### src/rtl/decodificador_contador_triangular.sv
// Sequence decoder for the up/down counter stream 0..TOPO,TOPO..0,0..: locks on,
// recovers direction, flags dwells, counts periods and sequence violations.
module decodificador_contador_triangular #(
  parameter int LARGURA        = 4,
  parameter int TRAVA_AMOSTRAS = 4,
  parameter int MAX_ERROS      = 2,
  parameter int LARGURA_PER    = 8,
  parameter int LARGURA_ERR    = 8
) (
  input  logic                   clock,
  input  logic                   reset,
  input  logic [LARGURA-1:0]     valor,
  input  logic                   valido,
  output logic                   sentido,
  output logic                   travado,
  output logic                   erro,
  output logic                   topo,
  output logic                   base,
  output logic [LARGURA_PER-1:0] periodos,
  output logic [LARGURA_ERR-1:0] erros,
  output logic [1:0]             estado
);

  localparam logic [LARGURA-1:0] TOPO = '1;
  localparam logic [LARGURA-1:0] ZERO = '0;
  localparam logic [LARGURA-1:0] UM   = LARGURA'(1);
  localparam int LM = $clog2(TRAVA_AMOSTRAS + 1);
  localparam int LE = $clog2(MAX_ERROS + 1);

  typedef enum logic [1:0] {DESTRAVADO, PRIMEIRA, ADQUIRINDO, TRAVADO} estado_t;

  estado_t          estado_q;
  logic [LARGURA-1:0] ref_val;
  logic [LARGURA-1:0] pred_v;
  logic             pred_s;
  logic [LM-1:0]    match_cnt;
  logic [LE-1:0]    miss_cnt;

  // Direction encoding: 0 = up, 1 = down.
  function automatic logic [LARGURA-1:0] prox_valor(input logic [LARGURA-1:0] v, input logic s);
    if (!s) return (v == TOPO) ? TOPO : v + UM;
    else    return (v == ZERO) ? ZERO : v - UM;
  endfunction

  function automatic logic prox_sentido(input logic [LARGURA-1:0] v, input logic s);
    if (!s) return (v == TOPO);
    else    return (v != ZERO);
  endfunction

  logic casa, sobe, desce, fica_topo, fica_base, tem_dir, dir_ini;

  always_comb begin
    casa      = (valor == pred_v);
    sobe      = (ref_val != TOPO) && (valor == ref_val + UM);
    desce     = (ref_val != ZERO) && (valor == ref_val - UM);
    fica_topo = (valor == ref_val) && (valor == TOPO);
    fica_base = (valor == ref_val) && (valor == ZERO);
    tem_dir   = sobe | desce | fica_topo | fica_base;
    dir_ini   = desce | fica_topo;
  end

  assign estado = estado_q;

  // valido is a one-way strobe with no back-pressure: every cycle it is high,
  // valor is consumed as exactly one counter step; low cycles are ignored.
  always_ff @(posedge clock or negedge reset) begin
    if (!reset) begin
      estado_q  <= DESTRAVADO;
      ref_val   <= '0;
      pred_v    <= '0;
      pred_s    <= 1'b0;
      match_cnt <= '0;
      miss_cnt  <= '0;
      sentido   <= 1'b0;
      travado   <= 1'b0;
      erro      <= 1'b0;
      topo      <= 1'b0;
      base      <= 1'b0;
      periodos  <= '0;
      erros     <= '0;
    end else begin
      erro <= 1'b0;
      topo <= 1'b0;
      base <= 1'b0;
      if (valido) begin
        case (estado_q)
          DESTRAVADO: begin
            ref_val  <= valor;
            estado_q <= PRIMEIRA;
          end
          PRIMEIRA: begin
            if (tem_dir) begin
              pred_v    <= prox_valor(valor, dir_ini);
              pred_s    <= prox_sentido(valor, dir_ini);
              sentido   <= prox_sentido(valor, dir_ini);
              match_cnt <= LM'(1);
              if (TRAVA_AMOSTRAS == 1) begin
                estado_q <= TRAVADO;
                travado  <= 1'b1;
                miss_cnt <= '0;
              end else begin
                estado_q <= ADQUIRINDO;
              end
            end else begin
              ref_val <= valor;
            end
          end
          ADQUIRINDO: begin
            if (casa) begin
              pred_v    <= prox_valor(pred_v, pred_s);
              pred_s    <= prox_sentido(pred_v, pred_s);
              sentido   <= prox_sentido(pred_v, pred_s);
              match_cnt <= match_cnt + LM'(1);
              if (match_cnt == LM'(TRAVA_AMOSTRAS - 1)) begin
                estado_q <= TRAVADO;
                travado  <= 1'b1;
                miss_cnt <= '0;
              end
            end else begin
              ref_val   <= valor;
              match_cnt <= '0;
              sentido   <= 1'b0;
              estado_q  <= PRIMEIRA;
            end
          end
          TRAVADO: begin
            // Prediction advances from itself even on a miss, absorbing lone glitches.
            pred_v  <= prox_valor(pred_v, pred_s);
            pred_s  <= prox_sentido(pred_v, pred_s);
            sentido <= prox_sentido(pred_v, pred_s);
            if (casa) begin
              miss_cnt <= '0;
              if (pred_v == TOPO && pred_s) topo <= 1'b1;
              if (pred_v == ZERO && !pred_s) begin
                base     <= 1'b1;
                periodos <= periodos + LARGURA_PER'(1);
              end
            end else begin
              erro <= 1'b1;
              if (erros != '1) erros <= erros + LARGURA_ERR'(1);
              if (miss_cnt == LE'(MAX_ERROS - 1)) begin
                estado_q  <= DESTRAVADO;
                travado   <= 1'b0;
                sentido   <= 1'b0;
                pred_v    <= '0;
                pred_s    <= 1'b0;
                miss_cnt  <= '0;
                match_cnt <= '0;
              end else begin
                miss_cnt <= miss_cnt + LE'(1);
              end
            end
          end
          default: estado_q <= DESTRAVADO;
        endcase
      end
    end
  end

endmodule

### config.mk
export PLATFORM = sky130hd
export DESIGN_NAME = decodificador_contador_triangular
export DESIGN_NICKNAME = d
export VERILOG_FILES = /design/src/rtl/decodificador_contador_triangular.sv
export SDC_FILE = /design/constraint.sdc
export NUM_CORES = 1
export LEC_CHECK = 0
export ABC_AREA = 1
export CAP_MARGIN = 20
export CORE_MARGIN = 2
export CORE_UTILIZATION = 50
export CTS_BUF_LIST = sky130_fd_sc_hd__clkbuf_2
export CTS_CLUSTER_DIAMETER = 40
export DETAILED_ROUTE_END_ITERATION = 16
export PLACE_DENSITY = 0.69
export SYNTH_ARGS = -nofsm -noshare
export SYNTH_HDL_FRONTEND = slang
export SYNTH_SLANG_ARGS = --single-unit
### constraint.sdc
create_clock -name clock -period 4.54 [get_ports clock]
set_clock_uncertainty 0.15 [all_clocks]
set_input_delay 0.908 -clock clock [delete_from_list [all_inputs] [get_ports clock]]
set_output_delay 0.908 -clock clock [all_outputs]
set_load 0.05 [all_outputs]
==> impl_results.md <==
- Critical Path Start Type: register
- Yosys synthesis warning count: 0
- Post-route antenna net violation count: 0
- Nets: 424
- Commonest non-fill, non-tap cells in the layout: nand2_1 (124), inv_1 (38), dfrtp_1 (37)
- Worst vdd rail ir drop: 0.0002891 V
- Die Area: 5914 um2
- Cells along the critical path: clkdlybuf4s50_1
- Setup TNS: 0 ns
- Largest net degree at the start of global routing: 38
- First-pass GRT wire length: 9.694 mm
- Power density cells: 508.0 nW/um2
- Critical Path Sink Type: primary output
- # Post-CTS Setup Buffers: 0
- CTS Sinks: 37
- Initial antenna violation count: 0
- Leakage: 1.573 nW
- CP max stage delay: 0.86 ns
- GRT Total Usage: 0.2003
- Area of the core: 5107 um2
- Max-cap violations: 0
- Final Slew Violations: 0
- Detailed Routing Iterations Pass 1: 4
- Slew Limit Headroom: 0.4572
- Yosys cell types: 32
- Initial core utilization: 0.5203
- Post-Synthesis Cells: 373
- Cts bufs inserted: 5
- RSZ-0062 raised after global routing: no
- Most common cell after layout, fill and taps aside: nand2_1
- Final period util: 0.6138
- FP Rows: 26
- Ant. Diodes: 0
- Clock latency at the later pin of the worst-skew pair: 0.40 ns
- Final Setup Violations: 0
- Hpwl dp: 4.112 mm
- Worst setup margin: 1.753 ns
- Share of post-route cells with drive strength above 1: 0.1034
- Status: completed
- IO Pins: 30
- Yosys top cell by area: dfrtp_1
- Max Freq: 358.9 MHz
- Final wirelength: 5.449 mm
- WL per Instance: 11.45 um
- Vias per cell: 4.868
- Die Width: 76.91 um
- I/O Buffers: 29
- CTS tree: built
- Critical path type: reg -> out
- Clock Tree Root: clkbuf_2
- CP max stage cell: clkdlybuf4s50_1
- Die Span Y: 76.91 um
- HP Class: reg -> reg
- H-tree depth: 2
- Syn nets: 392
- CP delay by family, top: buffers and inverters
- Bufs and invs on worst path: 1
- Worst-Margin Slew: 0.8141 ns
- Average instance area after synthesis: 7.125 um2
- Critical path peak fanout: 6
- Worst EP arrival: 1.73 ns
- Total grt overflow: 0
- Final Hold Fails: 0
- Hold-fix buffers, CTS: 0
- Max Root-Sink Buffers: 2
- 1st-iter DRT viols: 163
- Post-route DRC: 0
- CP required: 3.48 ns
- Area fraction of the dominant cell type after synthesis: 0.3484
- CTS resizes: 0
- Layout area overhead: 14.12%
- Post-synthesis sequential area ratio: 0.3484
- CTS clk-pin slew, worst paths: 0.17 ns
- Vias in the first global route: 2,165
- FF+latch count, synth: 37
- Synth top area cells: dfrtp_1 (35%), nand2_1 (18%), xor2_1 (5.9%), ha_1 (5.6%), nand3_1 (5.5%)
- Crit path time final: 2.787 ns
- Dpl ws: 1.335 ns
- Vias: 2,317
- Gpl congestion: 0.8898
- Syn Std Cell Area: 2658 um2
## synth_stat cells, drive strengths merged
library cell,number
a211oi,1
a21oi,7
a31oi,1
buf,4
dfrtp,37
ha,12
inv,47
mux2,1
nand2,133
nand3,32
nand4,5
nor2,40
nor3,8
nor3b,1
o21ai,19
or2,2
xnor2,5
xor2,18
## metrics by stage
stage                     power, mW  instances  hold WS [ns]  cell area [um2]    util
after floorplan               1.186        373        0.3088             2658       -
after global placement        1.395        468        0.3253             2995  0.5865
after detailed placement      1.400        468        0.3344             2995  0.5865
after CTS                     1.550        476        0.3581             3033  0.5938
after global routing          1.680        476        0.3916             3033  0.5938
final                         1.541        476        0.3593             3033  0.5938
## flip-flops by register name, summed over array words and instances (netlist names)
signal	flops
base	1
erro	1
erros	8
estado	2
match_cnt	3
miss_cnt	2
periodos	8
pred_s	1
pred_v	4
ref_val	4
sentido	1
topo	1
travado	1
## where the power goes
part	total, mW	internal (mW)	leakage, nW	switching, mW
logic	0.872	0.296	1.07	0.575
registers	0.526	0.414	0.478	0.112
clock network	0.143	0.0337	0.0278	0.110
total	1.54	0.744	1.57	0.797
## logic make-up (layout without fill, tap and decap cells)
family                   count (synthesis)  after routing  share of synthesized area
AO/OA/AOI/OAI                           28             28                    0.05556
XOR/XNOR                                23             23                    0.07580
adder cells (fa/ha/maj)                 12             12                    0.05650
buffers and inverters                   51             84                    0.08051
flip-flops                              37             37                     0.3484
multiplexers                             1              1                   0.004237
AND/OR/NAND/NOR                        221            221                     0.3790
## final timing paths
path | cells after the start | start | slack [ns] | end
worst max-delay path | 1 | estado[0]$_DFFE_PN0P_ | 1.75 | estado[0]
worst min-delay path | 2 | miss_cnt[1]$_DFFE_PN0P_ | 0.36 | miss_cnt[1]$_DFFE_PN0P_
worst max register to register | 10 | ref_val[0]$_DFFE_PN0P_ | 2.36 | ref_val[2]$_DFFE_PN0P_
worst min register to register | 2 | miss_cnt[1]$_DFFE_PN0P_ | 0.36 | miss_cnt[1]$_DFFE_PN0P_
max in group asynchronous | 1 | reset | 3.29 | ref_val[3]$_DFFE_PN0P_
min in group asynchronous | 1 | reset | 0.42 | pred_v[1]$_DFFE_PN0P_
## layout make-up
type	instances	area, um2
Clock buffer	5	25.02
Multi-Input combinational cell	285	1518
Tap cell	70	87.58
Inverter	47	178.9
Fill cell	510	2074
Clock inverter	3	12.51
Timing Repair Buffer	29	285.3
Sequential cell	37	925.9
## metal layers
layer,vias to the layer above,part of all wire,GRT usage
met2,39,0.43,0.3123
met5,-,0,0
met4,0,0.0046,0.06000
met3,2,0.046,0.04000
met1,1045,0.52,0.2817
li1,1231,-,-
## worst min-delay path: stages (launching register included)
cell     delay [ns]
dfrtp_1        0.41
inv_1          0.05
nor2_1         0.04
(Power assumes the default switching activity.)
